==> src/rtl/qif_synapse_driver.sv <==
// Synaptic current driver for the QIF neuron: buffers weighted spike events in a small FIFO
// and integrates them into a signed 8-bit current that decays exponentially toward zero.
module qif_synapse_driver #(
    parameter int DEPTH       = 4,
    parameter int DECAY_SHIFT = 3,
    parameter int TICK_DIV    = 4
) (
    input  logic       clk,
    input  logic       rst_n,
    input  logic       spk_valid,
    input  logic [7:0] spk_weight,
    output logic       spk_ready,
    input  logic       en,
    input  logic       clr_sat,
    output logic [7:0] I_syn,
    output logic       sat_flag,
    output logic       busy
);

    localparam int PW = (DEPTH > 1) ? $clog2(DEPTH) : 1;
    localparam int CW = $clog2(DEPTH + 1);
    localparam int TW = (TICK_DIV > 1) ? $clog2(TICK_DIV) : 1;

    typedef enum logic [0:0] {IDLE = 1'b0, DRIVE = 1'b1} state_t;

    logic signed [7:0] mem_r [DEPTH];
    logic [PW-1:0]     wr_ptr_r, rd_ptr_r;
    logic [CW-1:0]     count_r, count_next_s;
    logic [TW-1:0]     tick_cnt_r;
    logic signed [7:0] isyn_r, isyn_next_s, idec_s, pop_w_s;
    logic [8:0]        sum_s;
    logic              sat_r, sat_set_s, busy_r, ready_r;
    logic              push_s, pop_s, tick_s;
    state_t            state_r, state_next_s;

    // Decay steps at least one LSB toward zero so small residuals still die out.
    function automatic logic signed [7:0] decay_step(input logic signed [7:0] v);
        logic signed [7:0] d;
        d = v >>> DECAY_SHIFT;
        if (d == 8'sd0 && v != 8'sd0) begin
            d = v[7] ? -8'sd1 : 8'sd1;
        end else begin
            d = d;
        end
        return v - d;
    endfunction

    // Returns {clamped, result}; the sum is formed at 10 bits so it cannot wrap.
    function automatic logic [8:0] add_clamp(input logic signed [7:0] a, input logic signed [7:0] b);
        logic signed [9:0] s;
        logic [8:0]        r;
        s = $signed({{2{a[7]}}, a}) + $signed({{2{b[7]}}, b});
        if (s > 10'sd127) begin
            r = {1'b1, 8'h7F};
        end else if (s < -10'sd128) begin
            r = {1'b1, 8'h80};
        end else begin
            r = {1'b0, s[7:0]};
        end
        return r;
    endfunction

    assign push_s    = spk_valid & ready_r;
    assign pop_s     = en & (count_r != {CW{1'b0}});
    assign tick_s    = (tick_cnt_r == TW'(TICK_DIV - 1));
    assign pop_w_s   = mem_r[rd_ptr_r];
    assign spk_ready = ready_r;
    assign I_syn     = isyn_r;
    assign sat_flag  = sat_r;
    assign busy      = busy_r;

    // FIFO occupancy after this edge.
    always_comb begin
        count_next_s = count_r;
        case ({push_s, pop_s})
            2'b10:   count_next_s = count_r + CW'(1);
            2'b01:   count_next_s = count_r - CW'(1);
            default: count_next_s = count_r;
        endcase
    end

    // Current update: decay first, then add the popped weight with clamping.
    always_comb begin
        idec_s      = tick_s ? decay_step(isyn_r) : isyn_r;
        sum_s       = add_clamp(idec_s, pop_w_s);
        isyn_next_s = idec_s;
        sat_set_s   = 1'b0;
        if (pop_s) begin
            isyn_next_s = sum_s[7:0];
            sat_set_s   = sum_s[8];
        end else begin
            isyn_next_s = idec_s;
            sat_set_s   = 1'b0;
        end
    end

    // Next-state logic for the IDLE/DRIVE activity tracker.
    always_comb begin
        state_next_s = state_r;
        case (state_r)
            IDLE: begin
                if (pop_s && pop_w_s != 8'sd0) begin
                    state_next_s = DRIVE;
                end else begin
                    state_next_s = IDLE;
                end
            end
            DRIVE: begin
                if (isyn_next_s == 8'sd0 && count_next_s == {CW{1'b0}}) begin
                    state_next_s = IDLE;
                end else begin
                    state_next_s = DRIVE;
                end
            end
            default: state_next_s = IDLE;
        endcase
    end

    // FIFO storage and pointers.
    always_ff @(posedge clk or negedge rst_n) begin
        if (!rst_n) begin
            for (int i = 0; i < DEPTH; i++) begin
                mem_r[i] <= 8'sd0;
            end
            wr_ptr_r <= {PW{1'b0}};
            rd_ptr_r <= {PW{1'b0}};
            count_r  <= {CW{1'b0}};
            ready_r  <= 1'b1;
        end else begin
            if (push_s) begin
                mem_r[wr_ptr_r] <= spk_weight;
                wr_ptr_r        <= wr_ptr_r + PW'(1);
            end
            if (pop_s) begin
                rd_ptr_r <= rd_ptr_r + PW'(1);
            end
            count_r <= count_next_s;
            ready_r <= (count_next_s < CW'(DEPTH));
        end
    end

    // Free-running decay tick counter, current register, sticky flag and state.
    always_ff @(posedge clk or negedge rst_n) begin
        if (!rst_n) begin
            tick_cnt_r <= {TW{1'b0}};
            isyn_r     <= 8'sd0;
            sat_r      <= 1'b0;
            state_r    <= IDLE;
            busy_r     <= 1'b0;
        end else begin
            tick_cnt_r <= tick_s ? {TW{1'b0}} : tick_cnt_r + TW'(1);
            isyn_r     <= isyn_next_s;
            if (sat_set_s) begin
                sat_r <= 1'b1;
            end else if (clr_sat) begin
                sat_r <= 1'b0;
            end
            state_r <= state_next_s;
            busy_r  <= (state_next_s == DRIVE);
        end
    end

endmodule

==> config.mk <==
export PLATFORM = sky130hd
export DESIGN_NAME = qif_synapse_driver
export DESIGN_NICKNAME = d
export VERILOG_FILES = /design/src/rtl/qif_synapse_driver.sv
export SDC_FILE = /design/constraint.sdc
export NUM_CORES = 1
export LEC_CHECK = 0
export CORE_UTILIZATION = 47
export CTS_BUF_LIST = sky130_fd_sc_hd__clkbuf_2
export CTS_CLUSTER_DIAMETER = 50
export CTS_CLUSTER_SIZE = 24
export DETAILED_ROUTE_END_ITERATION = 16
export HOLD_SLACK_MARGIN = 0.02
export PLACE_DENSITY = 0.71
export SLEW_MARGIN = 20
export SYNTH_ARGS = -nofsm -noshare
export SYNTH_HDL_FRONTEND = slang
export SYNTH_SLANG_ARGS = --single-unit
==> constraint.sdc <==
create_clock -name clk -period 9.1 [get_ports clk]
set_input_delay 1.82 -clock clk [delete_from_list [all_inputs] [get_ports clk]]
set_output_delay 1.82 -clock clk [all_outputs]
set_load 0.03 [all_outputs]
### Word level (Yosys, flattened, before mapping)

Cells that the tools add are included.

| storage, ports and cells | value |
|---|---|
| memories | 0 |
| RAM bits | 0 |
| output and inout port bits | 11 |
| bits in latches | 0 |
| memory bits (read-only) | 0 |
| register bits after elaboration | 52 |

| cells by class | value |
|---|---|
| reduce and logical (&&, ||, !) cells | 11 |
| bitwise operators | 5 |
| eq/ne operators | 3 |
| multipliers | 0 |
| divide/modulo/power cells | 0 |
| $add $sub $neg | 7 |
| $lt $le $gt $ge | 6 |
| shift operators | 0 |
| mux-type cells | 20 |

Operators by type and width:

| kind | count |
|---|---|
| two-way mux 8 bit | 7 |
| bitwise mux 32 bit | 1 |
| two-way mux 9 bit | 2 |
| binary-select mux 8 bit (select 2 bit) | 1 |
| demux 8 bit (select 2 bit) | 1 |
| zero test 8 bit | 2 |
| nonzero test 8 bit | 2 |
| adder 8 x 8 -> 9 bit | 1 |
| greater-than comparator 9 x 8 -> 1 bit, second input constant | 1 |
| less-than comparator 9 x 8 -> 1 bit, second input constant | 1 |
| subtractor 8 bit | 1 |
| adder 2 x 1 -> 2 bit, second input constant | 3 |
| greater-or-equal comparator 3 bit, second input constant | 2 |
| inverter 2 -> 3 bit | 2 |
| case mux 3 bit (2 select lines) | 1 |
| two-way mux 1 bit | 5 |
| == test 2 bit, second input constant | 2 |
| logical AND 1 bit | 4 |
| adder 3 x 1 -> 3 bit, second input constant | 1 |
| zero test 3 bit | 1 |
| less-than comparator 3 x 1 -> 1 bit, second input constant | 1 |
| less-than comparator 3 bit, second input constant | 1 |
| nonzero test 3 bit | 1 |
| subtractor 3 x 1 -> 3 bit, second input constant | 1 |
| other kinds (6) | 7 |

### Depth between registers and ports, before layout

Gate-level depths: netlist (run 1).

| logic depth | value |
|---|---|
| depth in word-level cells | 14 |
| mapped depth | 19 |
| depth with buffers taken out | 19 |

### Worst setup path after synthesis (run 1)

OpenSTA, ideal clock, no wires.

| timing path | value |
|---|---|
| path kind | reg-to-reg |
| start | register isyn_r[7] (netlist: I_syn[7]) |
| end | register state_r |
| stages on the path, launching flop included | 20 |
| clock period less this slack | 4.173 ns |
| setup time | 0.147 ns |
| data arrival time | 4.025 ns |
| slack | 4.927 ns |
| buffers on the path | 0 |
| cells stage by stage | dfrtp_1 > inv_1 > ha_1 > nand3_1 > a41o_1 > ha_1 > fa_1 > nor2b_1 > o21ai_1 > nor2b_1 > xnor2_1 > a21o_1 > ha_1 > nand3_1 > o2111ai_2 > a21oi_4 > xor2_2 > o21ai_0 > a2111oi_2 > a41oi_1 |

| on the way | value |
|---|---|
| cells in the longest elaborated chain, start to end | 14 |
| elaborated cells between the ends (all ways) | 17 |
| those cells by class | 2 x add/sub; 2 x order compare; 8 x mux; 5 x reduce/logical |

RTL lines:

| item | line | RTL |
|---|---|---|
| start, declared | 30 | `logic signed [7:0] isyn_r, isyn_next_s, idec_s, pop_w_s;` |
| start signal, assigned | 152 | `isyn_r <= isyn_next_s;` |
| zero test 8 bit or nonzero test 8 bit (tied branches) | 40 | `if (d == 8'sd0 && v != 8'sd0) begin` |
| logical AND 1 bit | 40 |  |
| two-way mux 8 bit | 40 |  |
| subtractor 8 bit | 45 | `return v - d;` |
| two-way mux 8 bit * | 84 | `idec_s = tick_s ? decay_step(isyn_r) : isyn_r;` |
| adder 8 x 8 -> 9 bit | 52 | `s = $signed({{2{a[7]}}, a}) + $signed({{2{b[7]}}, b});` |
| less-than comparator 9 x 8 -> 1 bit | 55 | `end else if (s < -10'sd128) begin` |
| two-way mux 9 bit | 55 |  |
| two-way mux 9 bit | 53 | `if (s > 10'sd127) begin` |
| two-way mux 8 bit * | 88 | `if (pop_s) begin` |
| zero test 8 bit * | 109 | `if (isyn_next_s == 8'sd0 && count_next_s == {CW{1'b0}}) begin` |
| logical AND 1 bit * | 109 |  |
| two-way mux 1 bit * | 109 |  |
| case mux 1 bit (2 select lines) * | 100 | `case (state_r)` |
| via state_next_s | 34 | `state_t state_r, state_next_s;` |
| end signal, assigned | 158 | `state_r <= state_next_s;` |
| end, declared | 34 |  |

Mark *: on every way through the listed nets, which the timed path passes. The rest lies on a longest branch.
A chain may end at the register's enable or synchronous reset.

### Worst setup path after layout (run 1)

| timing path | value |
|---|---|
| start | register isyn_r[7] (netlist: I_syn[7]) |
| end | register state_r |

| on the way | value |
|---|---|
| cells in the longest elaborated chain, start to end | 14 |
| elaborated cells between the ends (all ways) | 17 |
| those cells by class | 2 x add/sub; 2 x order compare; 8 x mux; 5 x reduce/logical |

RTL lines:

| item | line |
|---|---|
| zero test 8 bit or nonzero test 8 bit (tied branches) | 40 |
| logical AND 1 bit | 40 |
| two-way mux 8 bit | 40 |
| subtractor 8 bit | 45 |
| two-way mux 8 bit * | 84 |
| adder 8 x 8 -> 9 bit | 52 |
| less-than comparator 9 x 8 -> 1 bit | 55 |
| two-way mux 9 bit | 55 |
| two-way mux 9 bit | 53 |
| two-way mux 8 bit * | 88 |
| via isyn_next_s[1] | 30 |
| zero test 8 bit * | 109 |
| logical AND 1 bit * | 109 |
| two-way mux 1 bit * | 109 |
| case mux 1 bit (2 select lines) * | 100 |
| via state_next_s | 34 |

Marks and branches as above.

==> summary.md, run 1 <==
| Metric | Value |
|---|---|
| Largest net degree at the start of global routing | `53` |
| Clock root cell | `clkbuf_2` |
| Placed Cells incl. Taps | `370` |
| Async SR Flop Fraction | `100%` |
| First-pass GRT wire length | `10,300 um` |
| Post-synth EDFFs | `0` |
| Worst-Margin Slew | `0.666 ns` |
| DIE WIDTH | `84.3 um` |
| Endpoints failing hold | `0` |
| Die area | `7100 um2` |
| CTS tree | `done` |
| Filler Cell Count | `576` |
| Library cells used by synthesis | `54` |
| DRC Markers | `2` |
| CP Class | `flip-flop to flip-flop` |
| Vias in the first global route | `2,233` |
| Crit path capture type | `flip-flop` |
| CTS buffer count | `5` |
| IO buf count | `23` |
| Sequential share of the synthesized area | `41.0%` |
| Mapped Avg Cell Area | `11.5 um2` |
| Setup TNS | `0 ns` |
| Max Slew Vio Count | `0` |
| Pre-antenna DRT Iters | `12` |
| Routed wire length | `5930 um` |
| Routed WL per cell | `15.7 um` |
| Yosys warnings | `0` |
| Clock Latency Late Sink | `0.42 ns` |
| Ports | `24` |
| Total track usage | `18.4%` |
| Top-count cell post-synth | `dfrtp_1` |
| Worst hold slack | `0.446 ns` |
| Register bit total from synthesis | `52` |
| Setup violators final | `0` |
| Outcome | `finished, violations left` |
| Die H | `84.3 um` |
| Violated checks | `DRC` |
| Syn Std Cell Area | `3180 um2` |
| Fin Clk Skew | `0.0181 ns` |
| Critical path fanouts, max | `6` |
| Cells after Synth | `277` |
| Nets | `338` |
| Via count | `2,136` |
| CTS Sinks | `52` |
| Critical Path RT | `9.43 ns` |
| H-tree levels | `2` |
| Peak Freq | `229 MHz` |
| Hold/Removal Path Class | `flip-flop to flip-flop` |
| Core Util, Final | `54.6%` |
| Gr ovfl total | `0` |
| Min cycle time layout | `4.37 ns` |
| DRT iter0 DRCs | `69` |
| Cell Count, Final, Fillers Out | `378` |
| Max Cap Viol | `0` |
| # resized after CTS | `0` |
| Arrival time at the worst endpoint | `4.70 ns` |
| Starting Density | `49.2%` |
| Synth cell count leaders | `51 x dfrtp_1, 34 x mux2_2, 23 x inv_1` |
| Core area | `6460 um2` |
| Clk slew on worst S/H paths | `0.26 ns` |
| Register area | `1300 um2` |
| Area Overhead vs Synth | `10.8%` |
| Vias/cell | `5.65` |
| Final cycle utilization of the critical path | `48.1%` |
| Row cnt | `29` |
| Ys flop type | `dfrtp_1` |
| Setup bufs post-CTS | `0` |
| ANT cells | `0` |
| Area of the multi-input gates | `1750 um2` |
| HPWL Detailed | `4660 um` |
| Initial antenna violation count | `0` |
| Gpl congestion | `0.819` |
| RSZ-0062 raised after global routing | `no` |
| Dominant cell type by area after synthesis | `dfrtp_1` |
| Startpoint Class | `flip-flop` |
| Final ANT Viol Nets | `0` |
| Synth top area cells | `dfrtp_1 40%, mux2_2 12%, ha_1 8.7%, mux4_2 5.7%, xnor2_1 2.8%` |
| Clock Path Buffers | `2` |
| Layout cells sized above 1 | `23.6%` |
| Slew headroom | `55.6%` |
| Area fraction of the dominant cell type after synthesis | `40.1%` |
| Cts hold-fix bufs | `0` |
| Net Count, Synth | `315` |
## flip-flops by register name, summed over array words and instances, names as in the netlist
name        count
wr_ptr_r        2
tick_cnt_r      2
sat_flag        1
mem_r          32
count_r         3
state_r         1
I_syn           8
rd_ptr_r        2
spk_ready       1
## kinds of logic after synthesis
logic type | count (synthesis) | synth area share, %
flip-flops | 52 | 41.0
adder cells (fa/ha/maj) | 25 | 10.5
XOR/XNOR | 14 | 4.09
AO/OA/AOI/OAI | 53 | 13.1
multiplexers | 43 | 18.0
buffers and inverters | 32 | 3.89
AND/OR/NAND/NOR | 58 | 9.44
## final timing paths
path | start | endpoint | slack, ns | cells after the start
worst min register to register | tick_cnt_r[0] | tick_cnt_r[0] | 0.45 | 1
worst max-delay path | I_syn[7] | state_r | 4.73 | 19
max in group asynchronous | rst_n | mem_r[25] | 7.21 | 2
worst max register to register | I_syn[7] | state_r | 4.73 | 19
min in group asynchronous | rst_n | mem_r[13] | 1.46 | 2
worst min-delay path | tick_cnt_r[0] | tick_cnt_r[0] | 0.45 | 1
## cell usage in the layout, fill, tap and decap left out, drive strengths merged, types with 4 or more instances in the layout
cell type      instances
ha                    22
xor2                   4
clkdlybuf4s50         22
a211oi                 4
nand2                  8
mux4                   8
inv                   24
nor4                   5
a21oi                 11
xnor2                 10
clkbuf                 5
o21ai                 14
nor2b                  7
nand3                  8
mux2                  34
dfrtp                 51
nor2                  17
## worst max-delay path, cell delays in order (launching register included)
cell and delay [ns]:
dfrtp_1 0.45, inv_1 0.15, ha_1 0.17, nand3_1 0.07, a41o_1 0.24, ha_1 0.20, fa_1 0.40, nor2b_1 0.13
o21ai_1 0.08, nor2b_1 0.15, xnor2_1 0.14, a21o_1 0.20, ha_1 0.36, nand3_1 0.15, o2111ai_2 0.20, a21oi_4 0.26
xor2_2 0.26, o221ai_2 0.15, nor4_1 0.36, a41oi_1 0.17
## layer usage
layer | up-vias | routed length [um] | GRT usage [%]
li1 | 1050 | - | -
met3 | 7 | 130 | 3.05
met2 | 31 | 2920 | 32.1
met4 | 0 | 80 | 4.86
met1 | 1048 | 2800 | 23.8
met5 | - | 0 | 0
## metrics by stage
step	cell area [um2]	setup WS, ns
6_report	3520	4.73
5_1_grt	3520	4.47
4_1_cts	3520	4.73
3_5_place_dp	3480	4.59
3_3_place_gp	3480	4.65
2_1_floorplan	3180	4.93
## layout make-up
class                           count  area share, %
Sequential cell                    52           37.0
Tap cell                           77           2.73
Clock inverter                      3          0.639
Clock buffer                        5          0.710
Multi-Input combinational cell    193           49.8
Timing Repair Buffer               24           6.61
Inverter                           24           2.56
Power of run 1 is not shown: default switching activity piles up to over one toggle a cycle in this logic, so the estimate is an artifact.
==> run 2: changes to the inputs <==
Clock period 9.1 ns to 4.28 ns, I/O delays scaled along.
==> run 2 against run 1 <==
  * The run still ends with DRC left
  * Worst setup slack got worse by 4.6 ns
  * Cell count rose by 2.6%
  * Global-route usage rose by 0.73 points
  * Non-clock buffer count rose by 10
  * Utilization rose by 3.4 points
  * Critical endpoint unchanged
==> summary.md, run 2 (synthesis gave the netlist of run 1 again) <==
| Metric | Value |
|---|---|
| Outcome | `finished, violations left` |
| Violated checks | `DRC` |
| Hold/Removal Path Class | `primary input to async pin` |
| Max Cap Viol | `0 (unchanged)` |
| Worst Setup EP | `state_r` |
| Peak Freq | `243 MHz (+6.3%)` |
| Via count | `2,226 (+4.2%)` |
| Final ANT Viol Nets | `0 (unchanged)` |
| Setup violators final | `0 (unchanged)` |
| Vias/cell | `5.74 (+1.5%)` |
| CTS Sinks | `52 (unchanged)` |
| Register area | `1300 um2 (unchanged)` |
| HPWL Detailed | `4730 um (+1.5%)` |
| Worst R2R End | `state_r` |
| Vias in the first global route | `2,273 (+1.8%)` |
| Critical path fanouts, max | `5 (-1)` |
| Routed wire length | `6560 um (+11%)` |
| Clock Path Buffers | `2 (unchanged)` |
| Worst path top cell family by delay | `compound AO/OA/AOI/OAI gates` |
| First-pass GRT wire length | `10,800 um (+4.6%)` |
| Crit path buf inv count | `1 (unchanged)` |
| CP Class | `flip-flop to flip-flop` |
| Arrival time at the worst endpoint | `4.47 ns (-0.23 ns)` |
| CTS tree | `done` |
| Area of the multi-input gates | `1880 um2 (+6.9%)` |
| DRT iter0 DRCs | `105 (+52%)` |
| Core area | `6460 um2 (unchanged)` |
| Commonest non-fill, non-tap cell in the layout | `dfrtp_1` |
| Row cnt | `29 (unchanged)` |
| Min cycle time layout | `4.11 ns (-0.261 ns)` |
| IO buf count | `23 (unchanged)` |
| Reg-to-reg critical path startpoint | `I_syn[6]` |
| CTS buffer count | `5 (unchanged)` |
| Crit path capture type | `flip-flop` |
| Slew headroom | `53.0% (-2.6 points)` |
| DRC Markers | `2 (unchanged)` |
| Initial antenna violation count | `0 (unchanged)` |
| H-tree levels | `2 (unchanged)` |
| Die H | `84.3 um (unchanged)` |
| Gr ovfl total | `0 (unchanged)` |
| Nets | `348 (+3.0%)` |
| Clk slew on worst S/H paths | `0.29 ns (+0.03 ns)` |
| Max reg flops | `32 (unchanged)` |
| Most frequent CP cell | `nor2b_1` |
| Total track usage | `19.1% (+0.73 points)` |
| Area Overhead vs Synth | `17.7%` |
| Startpoint Class | `flip-flop` |
| ANT cells | `0 (unchanged)` |
| CP max stage delay | `0.45 ns (about the same)` |
| Critical Path RT | `4.63 ns (-4.80 ns)` |
| Pre-antenna DRT Iters | `10 (-2)` |
| DIE WIDTH | `84.3 um (unchanged)` |
| Max Slew Vio Count | `0 (unchanged)` |
| Gpl congestion | `0.809 (-1.2%)` |
| Clock Latency Late Sink | `0.46 ns (+0.04 ns)` |
| WP depth | `19 (unchanged)` |
| Core Util, Final | `58.0% (+3.4 points)` |
| Endpoints failing hold | `0 (unchanged)` |
| Final cycle utilization of the critical path | `96.1% (+48 points)` |
| Most flop-heavy register | `mem_r` |
| Fin Clk Skew | `0.0292 ns (+0.0110 ns)` |
| Routed WL per cell | `16.9 um (+7.8%)` |
| CP startpoint | `I_syn[6]` |
| Cts hold-fix bufs | `0 (unchanged)` |
| Filler Cell Count | `526 (-8.7%)` |
| Ports | `24 (unchanged)` |
| Most frequent cells in the layout | `51 x dfrtp_1, 34 x mux2_2, 22 x inv_1, 22 x clkdlybuf4s50_1, 19 x ha_1` |
| Layout cells sized above 1 | `31.5% (+7.9 points)` |
| Critical-path cell list | `inv_1, ha_1, nand3_1, a41o_1, ha_2, fa_2, nor2b_1, o21ai_1, nor2b_1, xnor2_1, a21o_1, ha_4, nand3_2, o2111ai_4, a21oi_4, xor2_4, o211ai_1, a2111oi_4, a41oi_1` |
| CP max-delay cell | `dfrtp_1` |
| Starting Density | `49.2% (unchanged)` |
| Worst hold slack | `0.205 ns (-0.241 ns)` |
| Worst-Margin Slew | `0.705 ns (+0.0391 ns)` |
| Die area | `7100 um2 (unchanged)` |
| Clock root cell | `clkbuf_2` |
| R2r setup slk | `0.17 ns (-4.56 ns)` |
| Largest net degree at the start of global routing | `42 (-21%)` |
| Worst reg2reg path depth | `19 (unchanged)` |
run 2: layer usage:
layer	up-vias	global-route usage [%]	share of wire (%)
met2	52	32.9	50
met5	-	0	0
met3	13	3.15	3.3
met1	1093	25.0	45
met4	0	5.33	1.8
li1	1068	-	-
run 2: timing repair:
action | in CTS | in global routing
hold endpoints to repair | 0 | 0
pin swaps | 0 | 9
endpoints found under the setup margin | 1 | 4
gates resized for setup | 1 | 24
setup buffers | 0 | 4
run 2: worst min-delay path by stage:
stage	endpoint	slack (ns)	cells after the start
final	mem_r[30]	0.20	1
after global routing	mem_r[30]	0.19	1
after CTS	mem_r[5]	0.20	1
after detailed placement	tick_cnt_r[0]	0.43	1
after global placement	tick_cnt_r[0]	0.41	1
after floorplan	tick_cnt_r[0]	0.40	1
run 2: stage by stage:
step | instance area, um2 | worst slack [ns] | cells | setup TNS (ns)
after floorplan | 3180 | 0.107 | 277 | 0
after CTS | 3600 | 0.0188 | 384 | 0
after global routing | 3740 | -0.0644 | 388 | -0.0806
final | 3740 | 0.168 | 388 | 0
after global placement | 3520 | 0.171 | 376 | 0
after detailed placement | 3520 | 0.0366 | 376 | 0
run 2: cell type report:
cell class / instances / share of cell area, %
Clock buffer: 5 / 0.668
Clock inverter: 3 / 1.24
Inverter: 24 / 2.41
Multi-Input combinational cell: 193 / 50.1
Sequential cell: 52 / 34.8
Tap cell: 77 / 2.57
Timing Repair Buffer: 34 / 8.22
Power of run 2 is left out for the same reason.
==> run 3: changes to the inputs <==
Settings changed: CTS_CLUSTER_DIAMETER 50 to 120.
==> results of run 3 <==
No change in the layout: final DEF, timing and power equal those of run 2.
Power of run 3 is left out for the same reason.
